[src/rtl/pc_branch_unit_pkg.sv]
// rtl/pc_branch_unit_pkg.sv - shared constants, state encoding and helpers for pc_branch_unit
package pc_branch_unit_pkg;

  localparam logic [2:0] F3_BEQ  = 3'b000;
  localparam logic [2:0] F3_BNE  = 3'b001;
  localparam logic [2:0] F3_BLT  = 3'b100;
  localparam logic [2:0] F3_BGE  = 3'b101;
  localparam logic [2:0] F3_BLTU = 3'b110;
  localparam logic [2:0] F3_BGEU = 3'b111;

  localparam logic [31:0] DEF_RESET_PC = 32'h0000_0000;
  localparam logic [31:0] DEF_TRAP_VEC = 32'h0000_0100;

  typedef enum logic {
    RUN  = 1'b0,
    TRAP = 1'b1
  } state_t;

  function automatic logic [31:0] sat_inc(input logic [31:0] v);
    return (v == 32'hFFFF_FFFF) ? v : v + 32'd1;
  endfunction

endpackage

[src/rtl/pc_branch_unit_if.sv]
// rtl/pc_branch_unit_if.sv - PC stage bus: ALU flags/targets in, PC/trap handshake out
// BRANCH_COUNT_EN adds the br_total/br_taken counter outputs.
interface pc_branch_unit_if;
  logic        en;
  logic        branch;
  logic        jal;
  logic        jalr;
  logic [2:0]  funct3;
  logic        zf;
  logic        sf;
  logic        cf;
  logic        a_msb;
  logic        b_msb;
  logic [31:0] imm;
  logic [31:0] alu_result;
  logic [31:0] pc;
  logic [31:0] pc_plus4;
  logic [31:0] next_pc;
  logic        taken;
  logic        trap_req;
  logic        trap_ack;
  logic [31:0] epc;
`ifdef BRANCH_COUNT_EN
  logic [31:0] br_total;
  logic [31:0] br_taken;
`endif

  modport master (
`ifdef BRANCH_COUNT_EN
    input  br_total, br_taken,
`endif
    output en, branch, jal, jalr, funct3, zf, sf, cf, a_msb, b_msb,
    output imm, alu_result, trap_ack,
    input  pc, pc_plus4, next_pc, taken, trap_req, epc
  );

  modport slave (
`ifdef BRANCH_COUNT_EN
    output br_total, br_taken,
`endif
    input  en, branch, jal, jalr, funct3, zf, sf, cf, a_msb, b_msb,
    input  imm, alu_result, trap_ack,
    output pc, pc_plus4, next_pc, taken, trap_req, epc
  );
endinterface

[src/rtl/pc_branch_unit_branch_cond.sv]
// rtl/pc_branch_unit_branch_cond.sv - combinational RV32I branch condition from ALU SUB flags
module pc_branch_unit_branch_cond
  import pc_branch_unit_pkg::*;
(
  input  logic [2:0] funct3,
  input  logic       zf,
  input  logic       sf,
  input  logic       cf,
  input  logic       a_msb,
  input  logic       b_msb,
  output logic       cond
);

  logic lt_s;
  logic lt_u;

  // Differing operand signs decide signed order directly; otherwise SUB cannot overflow.
  assign lt_s = (a_msb != b_msb) ? a_msb : sf;
  assign lt_u = cf;

  always_comb begin
    cond = 1'b0;
    case (funct3)
      F3_BEQ:  cond = zf;
      F3_BNE:  cond = !zf;
      F3_BLT:  cond = lt_s;
      F3_BGE:  cond = !lt_s;
      F3_BLTU: cond = lt_u;
      F3_BGEU: cond = !lt_u;
      default: cond = 1'b0;
    endcase
  end

endmodule

[src/rtl/pc_branch_unit.sv]
// rtl/pc_branch_unit.sv - PC register, branch/jump resolution and misaligned-target trap
// BRANCH_COUNT_EN enables saturating branch total/taken counters.
module pc_branch_unit
  import pc_branch_unit_pkg::*;
#(
  parameter logic [31:0] RESET_PC = DEF_RESET_PC,
  parameter logic [31:0] TRAP_VEC = DEF_TRAP_VEC
) (
  input  logic              clk,
  input  logic              rst,
  pc_branch_unit_if.slave   bus
);

  state_t      state, state_d;
  logic [31:0] pc_q, pc_d;
  logic [31:0] epc_q, epc_d;
  logic [31:0] pc_plus4;
  logic [31:0] target;
  logic [31:0] next_pc;
  logic        cond;
  logic        taken;
  logic        misalign;

  pc_branch_unit_branch_cond u_cond (
    .funct3 (bus.funct3),
    .zf     (bus.zf),
    .sf     (bus.sf),
    .cf     (bus.cf),
    .a_msb  (bus.a_msb),
    .b_msb  (bus.b_msb),
    .cond   (cond)
  );

  assign pc_plus4 = pc_q + 32'd4;
  assign target   = bus.jalr ? (bus.alu_result & ~32'h1) : (pc_q + bus.imm);
  assign taken    = bus.jalr | bus.jal | (bus.branch & cond);
  assign next_pc  = taken ? target : pc_plus4;
  assign misalign = taken & target[1];

  always_comb begin
    state_d = state;
    pc_d    = pc_q;
    epc_d   = epc_q;
    case (state)
      RUN: begin
        if (bus.en) begin
          if (misalign) begin
            epc_d   = pc_q;
            state_d = TRAP;
          end else begin
            pc_d = next_pc;
          end
        end
      end
      TRAP: begin
        if (bus.trap_ack) begin
          pc_d    = TRAP_VEC;
          state_d = RUN;
        end
      end
    endcase
  end

  always_ff @(posedge clk or posedge rst) begin
    if (rst) begin
      state <= RUN;
      pc_q  <= RESET_PC;
      epc_q <= 32'h0;
    end else begin
      state <= state_d;
      pc_q  <= pc_d;
      epc_q <= epc_d;
    end
  end

  assign bus.pc       = pc_q;
  assign bus.pc_plus4 = pc_plus4;
  assign bus.next_pc  = next_pc;
  assign bus.taken    = taken;
  assign bus.trap_req = (state == TRAP);
  assign bus.epc      = epc_q;

`ifdef BRANCH_COUNT_EN
  logic [31:0] br_total_q;
  logic [31:0] br_taken_q;
  logic        count_en;

  // Misaligned branches trap instead of retiring, so they are not counted.
  assign count_en = (state == RUN) & bus.en & bus.branch & !misalign;

  always_ff @(posedge clk or posedge rst) begin
    if (rst) begin
      br_total_q <= 32'h0;
      br_taken_q <= 32'h0;
    end else if (count_en) begin
      br_total_q <= sat_inc(br_total_q);
      if (cond) begin
        br_taken_q <= sat_inc(br_taken_q);
      end
    end
  end

  assign bus.br_total = br_total_q;
  assign bus.br_taken = br_taken_q;
`endif

endmodule
[src/flat_wrapper.sv]
// flat-port wrapper written by rule: the top's interface ports become plain ports
module pc_branch_unit_flat import pc_branch_unit_pkg::*;
#(
  parameter logic [31:0] RESET_PC = DEF_RESET_PC,
  parameter logic [31:0] TRAP_VEC = DEF_TRAP_VEC
)
  (clk, rst, bus_en, bus_branch, bus_jal, bus_jalr, bus_funct3, bus_zf, bus_sf, bus_cf, bus_a_msb, bus_b_msb, bus_imm, bus_alu_result, bus_trap_ack, bus_pc, bus_pc_plus4, bus_next_pc, bus_taken, bus_trap_req, bus_epc);
  pc_branch_unit_if bus_i ();
  input  logic clk;
  input  logic rst;
  input wire logic [$bits(bus_i.en)-1:0] bus_en;
  input wire logic [$bits(bus_i.branch)-1:0] bus_branch;
  input wire logic [$bits(bus_i.jal)-1:0] bus_jal;
  input wire logic [$bits(bus_i.jalr)-1:0] bus_jalr;
  input wire logic [$bits(bus_i.funct3)-1:0] bus_funct3;
  input wire logic [$bits(bus_i.zf)-1:0] bus_zf;
  input wire logic [$bits(bus_i.sf)-1:0] bus_sf;
  input wire logic [$bits(bus_i.cf)-1:0] bus_cf;
  input wire logic [$bits(bus_i.a_msb)-1:0] bus_a_msb;
  input wire logic [$bits(bus_i.b_msb)-1:0] bus_b_msb;
  input wire logic [$bits(bus_i.imm)-1:0] bus_imm;
  input wire logic [$bits(bus_i.alu_result)-1:0] bus_alu_result;
  input wire logic [$bits(bus_i.trap_ack)-1:0] bus_trap_ack;
  output wire logic [$bits(bus_i.pc)-1:0] bus_pc;
  output wire logic [$bits(bus_i.pc_plus4)-1:0] bus_pc_plus4;
  output wire logic [$bits(bus_i.next_pc)-1:0] bus_next_pc;
  output wire logic [$bits(bus_i.taken)-1:0] bus_taken;
  output wire logic [$bits(bus_i.trap_req)-1:0] bus_trap_req;
  output wire logic [$bits(bus_i.epc)-1:0] bus_epc;
  assign bus_i.en = bus_en;
  assign bus_i.branch = bus_branch;
  assign bus_i.jal = bus_jal;
  assign bus_i.jalr = bus_jalr;
  assign bus_i.funct3 = bus_funct3;
  assign bus_i.zf = bus_zf;
  assign bus_i.sf = bus_sf;
  assign bus_i.cf = bus_cf;
  assign bus_i.a_msb = bus_a_msb;
  assign bus_i.b_msb = bus_b_msb;
  assign bus_i.imm = bus_imm;
  assign bus_i.alu_result = bus_alu_result;
  assign bus_i.trap_ack = bus_trap_ack;
  assign bus_pc = bus_i.pc;
  assign bus_pc_plus4 = bus_i.pc_plus4;
  assign bus_next_pc = bus_i.next_pc;
  assign bus_taken = bus_i.taken;
  assign bus_trap_req = bus_i.trap_req;
  assign bus_epc = bus_i.epc;
  pc_branch_unit #(.RESET_PC(RESET_PC), .TRAP_VEC(TRAP_VEC)) u_core (.clk(clk), .rst(rst), .bus(bus_i));
endmodule
[config.mk]
export PLATFORM = sky130hd
export DESIGN_NAME = pc_branch_unit_flat
export DESIGN_NICKNAME = d
export VERILOG_FILES = /design/src/rtl/pc_branch_unit_pkg.sv /design/src/rtl/pc_branch_unit_if.sv /design/src/rtl/pc_branch_unit_branch_cond.sv /design/src/rtl/pc_branch_unit.sv /design/src/flat_wrapper.sv
export SDC_FILE = /design/constraint.sdc
export NUM_CORES = 1
export LEC_CHECK = 0
export ABC_CLOCK_PERIOD_IN_PS = 3000
export BUFFER_PORTS_ARGS = -buffer_cell sky130_fd_sc_hd__buf_4
export CORE_MARGIN = 3
export CORE_UTILIZATION = 51
export DETAILED_ROUTE_END_ITERATION = 8
export HOLD_SLACK_MARGIN = 0.02
export PLACE_DENSITY_LB_ADDON = 0.05
export SYNTH_ARGS = -nofsm -noshare
export SYNTH_HDL_FRONTEND = slang
export SYNTH_SLANG_ARGS = --single-unit
[constraint.sdc]
create_clock -name clk -period 3 [get_ports clk]
set_input_delay 0.15 -clock clk [delete_from_list [all_inputs] [get_ports clk]]
set_output_delay 0.15 -clock clk [all_outputs]
set_load 0.01 [all_outputs]
==> impl_summary.txt, run 1 <==
----------------------------------------------------
[Yosys]
  Main combinational cell family by area after synthesis ... compound AO/OA/AOI/OAI gates
  Unique cell type count in the Yosys netlist ... 74
  Basic-gate share of the synthesized area counting and, or, nand and nor cells ... 22.6%
  Synth Area in Compound Gates ... 22.8%
  Syn nets ... 801
  Mux cell area share after synthesis ... 7.99%
  Number of synthesis warnings ... 0
  Register area share after synthesis ... 27.9%
  Share of flip-flops with an asynchronous set or reset ... 100%
  Number of cells produced by synthesis ... 689
  Predominant post-synthesis flop cell ... dfrtp_1
  Post-Synth XOR/XNOR Area ... 6.89%
  Syn avg cell area ... 8.46 µm²
  Flop and latch count out of synthesis ... 65
  Number of flops mapped to enable cells by yosys ... 0
  Post-synthesis adder-cell area fraction ... 7.22%
  Mapped cell area ... 0.00583 mm²

[Global route]
  Maximum number of pins on one net before global-route repair ... 66
  Number of antenna violations at the first check in global routing ... 0
  Via count of the first global-routing pass ... 6813
  Grt total ovfl ... 0
  Wire length of the first global-routing pass ... 36.7 mm
  Global router's overall resource usage ... 36.4%

[Timing]
  Final Critical Period ... 3.18 ns
  RSZ-0062 raised after global routing ... true
  Fin Clk Skew ... 0.0130 ns
  Fin crit share ... 106%
  Setup slack of the critical path after layout ... -0.177 ns
  Min Hold Slack ... 0.0859 ns
  Final Slew Violations ... 0
  Slew Limit Headroom ... 38.2%
  Worst Tran Pin Value ... 0.926 ns
  Final Hold Fails ... 0
  FMAX ... 0.315 GHz
  Final Setup Violations ... 13

[Critical path]
  Max FO, Critical Path ... 4
  Critical path startpoint category ... register
  Critical path's slowest cell ... dfrtp_1
  Most common cell type on the critical path ... buf_4
  Worst path max stage delay ... 0.40 ns
  Required time worst endpoint ... 2.85 ns
  Cells traversed along the worst timing path ... ha_1 > a21oi_1 > nor2_2 > o211ai_1 > buf_4 > nand2_2 > a221oi_4 > nor4_2 > mux2i_1 > and2_1 > buf_4
  Classification of the worst setup path ... register to output pin
  Critical path buffers and inverters ... 2
  Arr. time, crit path ... 3.03 ns
  Category of cells accounting for the largest share of critical-path delay ... compound AO/OA/AOI/OAI gates
  Kind of end point of the critical path ... output pin
  Depth of the critical timing path with buffers and inverters included ... 11
  Number of cell instances on the worst register-to-register path ... 12

[Power and ir drop]
  Leakage power total ... 4.28 nW
  Worst vdd rail ir drop ... 609 µV
  Power per unit of standard cell area ... 866 mW/mm²
  Total Power Consumption ... 7.50 mW

[Floorplan]
  Effective utilization at floorplan ... 53.0%
  Top-level I/O count ... 209
  Overall die area ... 0.0127 mm²
  Horiz. Die Dim ... 113 µm
  Area inside the core boundary ... 0.0110 mm²
  Die Y ... 113 µm
  Number of core rows ... 38

[Min path]
  Hold WC Path Type ... input pin to async pin

[Job]
  Max-cap violations ... 0

[Layout]
  Layout Nets ... 1057
  Share of post-route cells with drive strength above 1 ... 43.3%
  Commonest non-fill, non-tap cells in the layout ... 273 x buf_4, 64 x dfrtp_1, 51 x nand2_1
  Number of antenna diodes ... 0
  Most common cell after layout, fill and taps aside ... buf_4
  Synth-to-layout area growth ... 48.7%

[Drt]
  Vias after detailed routing ... 6990
  Drt via density ... 6.42
  Routed wire per std cell ... 22.2 µm
  Number of violations reported at the end of detailed-routing iteration 0 ... 847
  Detail Route Antenna Nets ... 0
  Number of DRC violations after detailed routing ... 0
  Count of TritonRoute iterations in the first routing pass ... 6
  Final routed wirelength across all metal layers ... 24.2 mm

[Clock network]
  Clock slew at reported path FFs ... 0.06 ns
  Number of levels the H-tree was split into ... 3
  Clock buffers created by TritonCTS ... 9
  Buffer levels on the longest clock path ... 2
  TritonCTS clock tree ... built
  Clock sink count ... 65
  Latest clock arrival within the worst-skew pair ... 0.35 ns
  Clock Root Buffer ... clkbuf_16

[Run status]
  Status ... finished with violations
  Violations in the final reports ... setup timing

[Place]
  Routability-driven placement congestion ratio ... 0.910
  Total half-perimeter wirelength after legalization and detailed placement ... 17.0 mm
  Number of input and output port buffers inserted ... 207

----------------------------------------------------
==> cells in the mapped netlist (5+ instances only) <==
| cell | n | area (µm²) |
|---|---|---|
| dfrtp_1 | 65 | 1630 |
| nand2_1 | 52 | 195 |
| nor2_1 | 49 | 184 |
| a21oi_1 | 39 | 195 |
| nand3_1 | 39 | 195 |
| mux2_2 | 36 | 405 |
| o21ai_0 | 35 | 175 |
| a21o_1 | 32 | 240 |
| ha_1 | 32 | 400 |
| and3_1 | 30 | 188 |
| xnor2_1 | 28 | 245 |
| clkbuf_1 | 24 | 90.1 |
| inv_1 | 23 | 86.3 |
| nand4_1 | 17 | 106 |
| xor2_1 | 16 | 140 |
| nor3_1 | 15 | 75.1 |
| and2_1 | 12 | 75.1 |
| buf_2 | 11 | 55.1 |
| o21a_1 | 9 | 67.6 |
| or3_1 | 9 | 56.3 |
| a211oi_1 | 7 | 52.6 |
| a31oi_1 | 7 | 43.8 |
| mux2i_1 | 6 | 60.1 |
| nor2b_1 | 5 | 31.3 |
==> path summary, 6_finish.rpt <==
| kind | from | end | slack, ns |
|---|---|---|---|
| setup / recovery | u_core.bus.pc[1] | bus_next_pc[29] | -0.18 |
| hold / removal | rst | u_core.bus.epc[28] | 0.09 |
| setup reg to reg | u_core.bus.pc[7] | u_core.bus.pc[26] | 0.09 |
| hold reg to reg | u_core.bus.epc[20] | u_core.bus.epc[20] | 0.51 |
| max in group asynchronous | rst | u_core.bus.pc[21] | 2.29 |
| min in group clk | bus_alu_result[28] | u_core.bus.pc[28] | 0.16 |
==> worst reg2reg max path, stage by stage (launching register included) <==
cell,delay [ns]
dfrtp_1,0.44
ha_4,0.29
a21oi_2,0.17
o21ai_0,0.14
a221o_1,0.34
buf_4,0.17
o211ai_4,0.22
a21oi_4,0.10
o211a_1,0.23
a211o_1,0.29
buf_4,0.15
buf_4,0.12
a21o_1,0.16
==> report_power, final <==
part | total, mW | internal, mW | switching (mW)
combinational | 4.85 | 2.31 | 2.54
clock | 1.13 | 0.685 | 0.444
sequential | 1.52 | 1.22 | 0.306
==> metal layers <==
layer	track usage (%)	vias to the layer above	wire, µm
met5	0	-	0
met4	15.5	0	950
met3	7.65	94	2530
met2	57.7	486	11300
met1	48.2	3351	9440
li1	-	3059	-
==> sequential cells by signal (all words and copies together), names as in the netlist <==
signal and flops:
u_core.bus.pc 32, u_core.bus.epc 32, u_core.bus.trap_req 1
==> area by class of cell <==
type	count	area (µm²)
clock inverters	4	52.6
clock buffers	11	253
repair buffers	284	2190
inverters	23	86.3
fillers	691	2320
well taps	140	175
flip-flops and latches	65	1630
multi-input cells	562	4280
==> kinds of logic (layout without fill, tap and decap cells) <==
| kind of cell | after synthesis | after routing |
|---|---|---|
| compound gates | 189 | 189 |
| flops | 65 | 65 |
| xor+xnor | 45 | 45 |
| fa+ha+maj | 33 | 33 |
| mux | 42 | 42 |
| buf+inv | 62 | 322 |
| simple gates | 253 | 253 |
==> stage by stage <==
| stage | instance area (µm²) | cells | setup WS, ns | setup TNS, ns | util (%) |
|---|---|---|---|---|---|
| global placement | 7810 | 1050 | 0.132 | 0 | 71.1 |
| CTS | 8420 | 1081 | -0.122 | -0.420 | 76.7 |
| detailed placement | 7810 | 1050 | 0.0937 | 0 | 71.1 |
| finish | 8660 | 1089 | -0.177 | -1.11 | 78.9 |
| floorplan | 5830 | 689 | 0.203 | 0 | - |
| global route | 8660 | 1089 | -0.339 | -2.46 | 78.9 |
==> what timing repair did <==
item                       in CTS  in global routing
hold buffers                    1                  0
buffers inserted               15                  8
hold endpoints to repair        1                  0
gates resized for setup        41                 46
gates cloned                    0                  0
setup endpoints to repair      16                 23
pin swaps                      41                 24
Power figures use the tool's default switching activity.
==> run 2: changes to the inputs <==
--- a/config.mk
+++ b/config.mk
@@ -5,13 +5,14 @@
 export SDC_FILE = /design/constraint.sdc
 export NUM_CORES = 1
 export LEC_CHECK = 0
-export ABC_CLOCK_PERIOD_IN_PS = 3000
 export BUFFER_PORTS_ARGS = -buffer_cell sky130_fd_sc_hd__buf_4
 export CORE_MARGIN = 3
 export CORE_UTILIZATION = 51
 export DETAILED_ROUTE_END_ITERATION = 8
 export HOLD_SLACK_MARGIN = 0.02
 export PLACE_DENSITY_LB_ADDON = 0.05
+export SKIP_LAST_GASP = 1
+export SLEW_MARGIN = 20
 export SYNTH_ARGS = -nofsm -noshare
 export SYNTH_HDL_FRONTEND = slang
 export SYNTH_SLANG_ARGS = --single-unit
==> run 2 against run 1 <==
Effect of this change: the run still ends with setup timing left; worst setup slack better by 0.074 ns; highest routed layer unchanged; combinational power about the same; largest power group unchanged; worst hold slack worse by 0.0065 ns; clock skew up 0.00082 ns; clock power about the same; global-route usage unchanged; non-clock buffer count unchanged; fmax up 2.4%; critical path depth unchanged; first-iteration DRC count down 3.3%; sequential power about the same; core utilization down 0.10 points.
==> impl_summary.txt, run 2 (synthesis gave the netlist of run 1 again) <==
----------------------------------------------------
[Drt]
  Drt via density ... 6.38
  Count of TritonRoute iterations in the first routing pass ... 6
  Vias after detailed routing ... 6945
  Number of DRC violations after detailed routing ... 0
  Detail Route Antenna Nets ... 0
  Routed wire per std cell ... 22.1 µm
  Number of violations reported at the end of detailed-routing iteration 0 ... 819
  Final routed wirelength across all metal layers ... 24.1 mm

[Global route]
  Via count of the first global-routing pass ... 6813
  Global router's overall resource usage ... 36.4%
  Grt total ovfl ... 0
  Maximum number of pins on one net before global-route repair ... 66
  Number of antenna violations at the first check in global routing ... 0
  Wire length of the first global-routing pass ... 36.7 mm

[Critical path]
  Cells traversed along the worst timing path ... ha_1 > a21oi_1 > nor2_2 > o211ai_1 > buf_4 > nand2_2 > a221oi_4 > nor4_2 > mux2i_1 > and2_1 > buf_4
  Max FO, Critical Path ... 4
  FF-to-FF Start ... u_core.bus.pc[7]
  Arr. time, crit path ... 2.95 ns
  Worst path max stage delay ... 0.41 ns
  Category of cells accounting for the largest share of critical-path delay ... compound AO/OA/AOI/OAI gates
  Classification of the worst setup path ... register to output pin
  Critical path startpoint category ... register
  Crit path launch ... u_core.bus.pc[1]
  Critical path's slowest cell ... a221oi_4
  Kind of end point of the critical path ... output pin
  Most common cell type on the critical path ... buf_4
  Critical path buffers and inverters ... 2
  Required time worst endpoint ... 2.85 ns

[Clock network]
  Buffer levels on the longest clock path ... 2
  TritonCTS clock tree ... built
  Clock slew at reported path FFs ... 0.07 ns
  Clock buffers created by TritonCTS ... 9
  Number of levels the H-tree was split into ... 3
  Latest clock arrival within the worst-skew pair ... 0.36 ns
  Clock Root Buffer ... clkbuf_16
  Clock sink count ... 65

[Floorplan]
  Number of core rows ... 38
  Die Y ... 113 µm
  Overall die area ... 0.0127 mm²
  Horiz. Die Dim ... 113 µm
  Effective utilization at floorplan ... 53.0%
  Area inside the core boundary ... 0.0110 mm²
  Top-level I/O count ... 209

[Run status]
  Status ... finished with violations
  Violations in the final reports ... setup timing

[Timing]
  FMAX ... 0.322 GHz
  Total negative slack for setup checks ... -0.633 ns
  RSZ-0062 raised after global routing ... true
  Fin Clk Skew ... 0.0138 ns
  Fin crit share ... 103%
  Worst Tran Pin Value ... 0.930 ns
  Slew Limit Headroom ... 38.0%
  Setup slack of the critical path after layout ... -0.104 ns
  Final Slew Violations ... 0
  Final Critical Period ... 3.10 ns
  Final Setup Violations ... 10
  Final Hold Fails ... 0

[Layout]
  Layout Nets ... 1057
  Commonest non-fill, non-tap cells in the layout ... 275 x buf_4, 65 x dfrtp_1, 51 x nand2_1
  Synth-to-layout area growth ... 48.5%
  Share of post-route cells with drive strength above 1 ... 43.2%
  Most common cell after layout, fill and taps aside ... buf_4
  Number of antenna diodes ... 0

[Place]
  Routability-driven placement congestion ratio ... 0.910
  Total half-perimeter wirelength after legalization and detailed placement ... 17.0 mm
  Number of input and output port buffers inserted ... 207

[Job]
  Max-cap violations ... 0

[Power and ir drop]
  Total Power Consumption ... 7.50 mW
  Power per unit of standard cell area ... 867 mW/mm²
  Worst vdd rail ir drop ... 604 µV
  Leakage power total ... 4.28 nW

[Min path]
  Hold WC Path Type ... input pin to async pin

----------------------------------------------------
[run 2: cell counts in the layout (fill, tap and decap cells not counted)]
No cell type changed its count.
[run 2: per-stage QoR]
stage | hold slack [ns] | cell area [µm²] | setup slack (ns) | util, % | std cells
floorplan | 0.249 | 5830 | 0.203 | - | 689
global placement | 0.348 | 7810 | 0.132 | 71.1 | 1050
detailed placement | 0.353 | 7810 | 0.0937 | 71.1 | 1050
CTS | 0.0981 | 8420 | -0.122 | 76.6 | 1081
global route | 0.158 | 8650 | -0.241 | 78.8 | 1089
finish | 0.0794 | 8650 | -0.104 | 78.8 | 1089
[run 2: what timing repair did]
item | in CTS | in global routing
hold buffers | 1 | 0
buffers inserted | 15 | 8
hold endpoints to repair | 1 | 0
endpoints found under the setup margin | 16 | 23
pin swaps | 39 | 25
resized for setup | 40 | 44
[run 2: metal layers]
layer	GRT usage, %	vias up	routed length, µm
met3	7.65	100	2540
met1	48.2	3301	9350
met4	15.5	0	964
li1	-	3061	-
met2	57.7	483	11300
met5	0	-	0
[run 2: path summary, 6_finish.rpt]
check                                endpoint  slack [ns]  cells past startpoint
min                        u_core.bus.epc[28]        0.08                      3
max in group asynchronous   u_core.bus.epc[2]        2.31                      3
max                           bus_next_pc[29]       -0.10                     11
min reg2reg                u_core.bus.epc[20]        0.51                      1
min in group clk             u_core.bus.pc[4]        0.16                      3
max reg2reg                 u_core.bus.pc[26]        0.09                     12
[run 2: where the power goes]
part	leakage (nW)	internal (mW)	switching, mW	total (mW)
clock	0.140	0.684	0.446	1.13
sequential	0.827	1.22	0.305	1.52
combinational	3.32	2.31	2.54	4.85
[run 2: area by class of cell]
class	instances	area (µm²)
fill	692	2330
clock inverter	4	52.6
clock buffer	11	253
inverter	23	86.3
timing repair buffer	284	2180
tap	140	175
sequential	65	1630
multi-input combinational	562	4270
[run 2: worst reg2reg max path: stages, from the launching register on]
cell and delay [ns]:
dfrtp_1 0.43, ha_4 0.27, a21oi_2 0.17, o21ai_0 0.13, a221o_1 0.34, buf_4 0.17
o211ai_4 0.25, a21oi_4 0.11, o211a_1 0.23, a211o_1 0.29, buf_4 0.15, buf_4 0.11
a21o_1 0.16
==> run 3: changes to the inputs <==
--- a/config.mk
+++ b/config.mk
@@ -9,9 +9,9 @@
 export CORE_MARGIN = 3
 export CORE_UTILIZATION = 51
 export DETAILED_ROUTE_END_ITERATION = 8
+export GPL_ROUTABILITY_DRIVEN = 0
 export HOLD_SLACK_MARGIN = 0.02
 export PLACE_DENSITY_LB_ADDON = 0.05
-export SKIP_LAST_GASP = 1
 export SLEW_MARGIN = 20
 export SYNTH_ARGS = -nofsm -noshare
 export SYNTH_HDL_FRONTEND = slang
==> run 3 against run 2 <==
Effect of this change: critical endpoint is now bus_next_pc[28]; flip-flop and latch count unchanged; design area up 2.3%; register-to-register slack worse by 0.14 ns; largest cell class unchanged; critical path type unchanged; first-iteration DRC count up 2.7%; worst hold slack better by 0.057 ns; the run still ends with setup timing left; clock skew down 0.0044 ns; wire length down 0.62%.
==> impl_summary.txt, run 3 (synthesis gave the netlist of run 1 again) <==
----------------------------------------------------
[Global route]
  Global routing's busiest layer ... met2
  Grt total ovfl ... 0
  Via count of the first global-routing pass ... 6877
  Number of antenna violations at the first check in global routing ... 0
  Global router's overall resource usage ... 34.2%
  Global routing met2 resource utilization ... 54.7%
  Met1 capacity usage during global routing ... 43.4%
  Wire length of the first global-routing pass ... 35.0 mm
  Maximum number of pins on one net before global-route repair ... 45
  Met3 usage ... 8.93%

[Power and ir drop]
  Worst vdd rail ir drop ... 506 µV
  Total Power Consumption ... 7.64 mW
  Leakage power total ... 4.37 nW
  Power per unit of standard cell area ... 863 mW/mm²

[Min path]
  Worst hold endpoint ... u_core.bus.pc[28]
  Hold WC Path Type ... input pin to register
  Hold path startpoint ... bus_alu_result[28]
  Worst Hold Depth ... 3

[Floorplan]
  Horiz. Die Dim ... 113 µm
  Overall die area ... 0.0127 mm²
  Area inside the core boundary ... 0.0110 mm²
  Die Y ... 113 µm
  Number of core rows ... 38
  Top-level I/O count ... 209
  Effective utilization at floorplan ... 53.0%

[Critical path]
  Classification of the worst setup path ... register to output pin
  Number of cell instances on the worst register-to-register path ... 15
  Cells traversed along the worst timing path ... ha_2 > inv_2 > fa_2 > nor2b_4 > o2111ai_4 > a21oi_2 > o211a_1 > o21ai_2 > or4_1 > and4_4 > nor2_2 > buf_4
  Worst path max stage delay ... 0.43 ns
  Setup slack of the worst register-to-register path ... -0.05 ns
  Worst reg2reg path endpoint ... u_core.bus.pc[22]
  Critical path's slowest cell ... or4_1
  Required time worst endpoint ... 2.85 ns
  Kind of end point of the critical path ... output pin
  Max FO, Critical Path ... 2
  Crit path launch ... u_core.bus.pc[0]
  Arr. time, crit path ... 3.00 ns
  FF-to-FF Start ... u_core.bus.pc[0]
  Critical path startpoint category ... register

[Timing]
  Min Hold Slack ... 0.136 ns
  Setup slack of the critical path after layout ... -0.149 ns
  Final Slew Violations ... 0
  RSZ-0062 raised after global routing ... true
  FMAX ... 0.318 GHz
  Fin Clk Skew ... 0.00941 ns
  Final Setup Violations ... 11
  Final Hold Fails ... 0
  Fin crit share ... 105%
  Worst Tran Pin Value ... 0.827 ns
  Slew Limit Headroom ... 44.8%
  Total negative slack for setup checks ... -0.792 ns
  Final Critical Period ... 3.15 ns

[Clock network]
  Number of levels the H-tree was split into ... 3
  Clock buffers created by TritonCTS ... 9
  TritonCTS clock tree ... built
  Latest clock arrival within the worst-skew pair ... 0.35 ns
  Clock Root Buffer ... clkbuf_16
  Clock sink count ... 65
  Buffer levels on the longest clock path ... 2
  Clock slew at reported path FFs ... 0.06 ns

[Layout]
  Synth-to-layout area growth ... 52.0%
  Layout Nets ... 1069
  Number of antenna diodes ... 0
  Most common cell after layout, fill and taps aside ... buf_4
  Commonest non-fill, non-tap cells in the layout ... 285 x buf_4, 64 x dfrtp_1, 48 x nand2_1
  Number of fillers in the final layout ... 743
  Share of post-route cells with drive strength above 1 ... 44.7%

[Place]
  Number of input and output port buffers inserted ... 207
  Post-placement setup slack ... 0.121 ns
  Total half-perimeter wirelength after legalization and detailed placement ... 16.3 mm

[Drt]
  Drt via density ... 6.45
  Final routed wirelength across all metal layers ... 24.0 mm
  Vias after detailed routing ... 7110
  Count of TritonRoute iterations in the first routing pass ... 8
  Number of DRC violations after detailed routing ... 0
  Routed wire per std cell ... 21.7 µm
  Number of violations reported at the end of detailed-routing iteration 0 ... 841
  Detail Route Antenna Nets ... 0

[Run status]
  Violations in the final reports ... setup timing
  Status ... finished with violations

[Job]
  Max-cap violations ... 0

----------------------------------------------------
[run 3: worst max-delay path by stage]
stage,cells past startpoint,to
after floorplan,11,bus_next_pc[28]
after global placement,9,bus_next_pc[25]
after detailed placement,10,bus_next_pc[23]
after CTS,12,bus_next_pc[28]
after global routing,12,bus_next_pc[28]
final,12,bus_next_pc[28]
[run 3: layout make-up]
type | count | area (µm²) | area share [%]
Clock buffer | 10 | 239 | 2.70
Clock inverter | 6 | 67.6 | 0.763
Inverter | 23 | 87.6 | 0.989
Multi-Input combinational cell | 562 | 4390 | 49.5
Sequential cell | 65 | 1630 | 18.4
Tap cell | 140 | 175 | 1.98
Timing Repair Buffer | 296 | 2270 | 25.6
[run 3: metrics by stage]
step,utilization (%),cell area (µm²),cells
finish,80.6,8850,1102
global placement,70.6,7760,1045
global route,80.6,8850,1102
floorplan,-,5830,689
CTS,76.2,8370,1080
detailed placement,70.6,7760,1045
[run 3: metal layers]
| layer | vias up | routed length [µm] |
|---|---|---|
| met1 | 3347 | 8790 |
| met2 | 560 | 11300 |
| li1 | 3092 | - |
| met4 | 0 | 1040 |
| met3 | 111 | 2880 |
| met5 | - | 0 |
[run 3: worst max-delay path, delay by kind of cell, from the launching register on]
kind            cells  cell delay, ns
simple gates        4            0.87
flops               1            0.35
fa+ha+maj           2            0.56
buf+inv             2            0.16
compound gates      4            0.72
[run 3: power breakdown]
group / switching, mW / internal, mW / leakage [nW] / total, mW
Sequential: 0.299 / 1.22 / 0.826 / 1.52
Clock: 0.444 / 0.667 / 0.145 / 1.11
Combinational: 2.60 / 2.42 / 3.40 / 5.02
[run 3: repair_timing]
action                                  CTS  global route
pin swaps                                30            40
hold buffers                              1             1
gates resized for setup                  38            68
setup buffers                            18            21
endpoints found under the hold margin     1            11
endpoints found under the setup margin   16            25
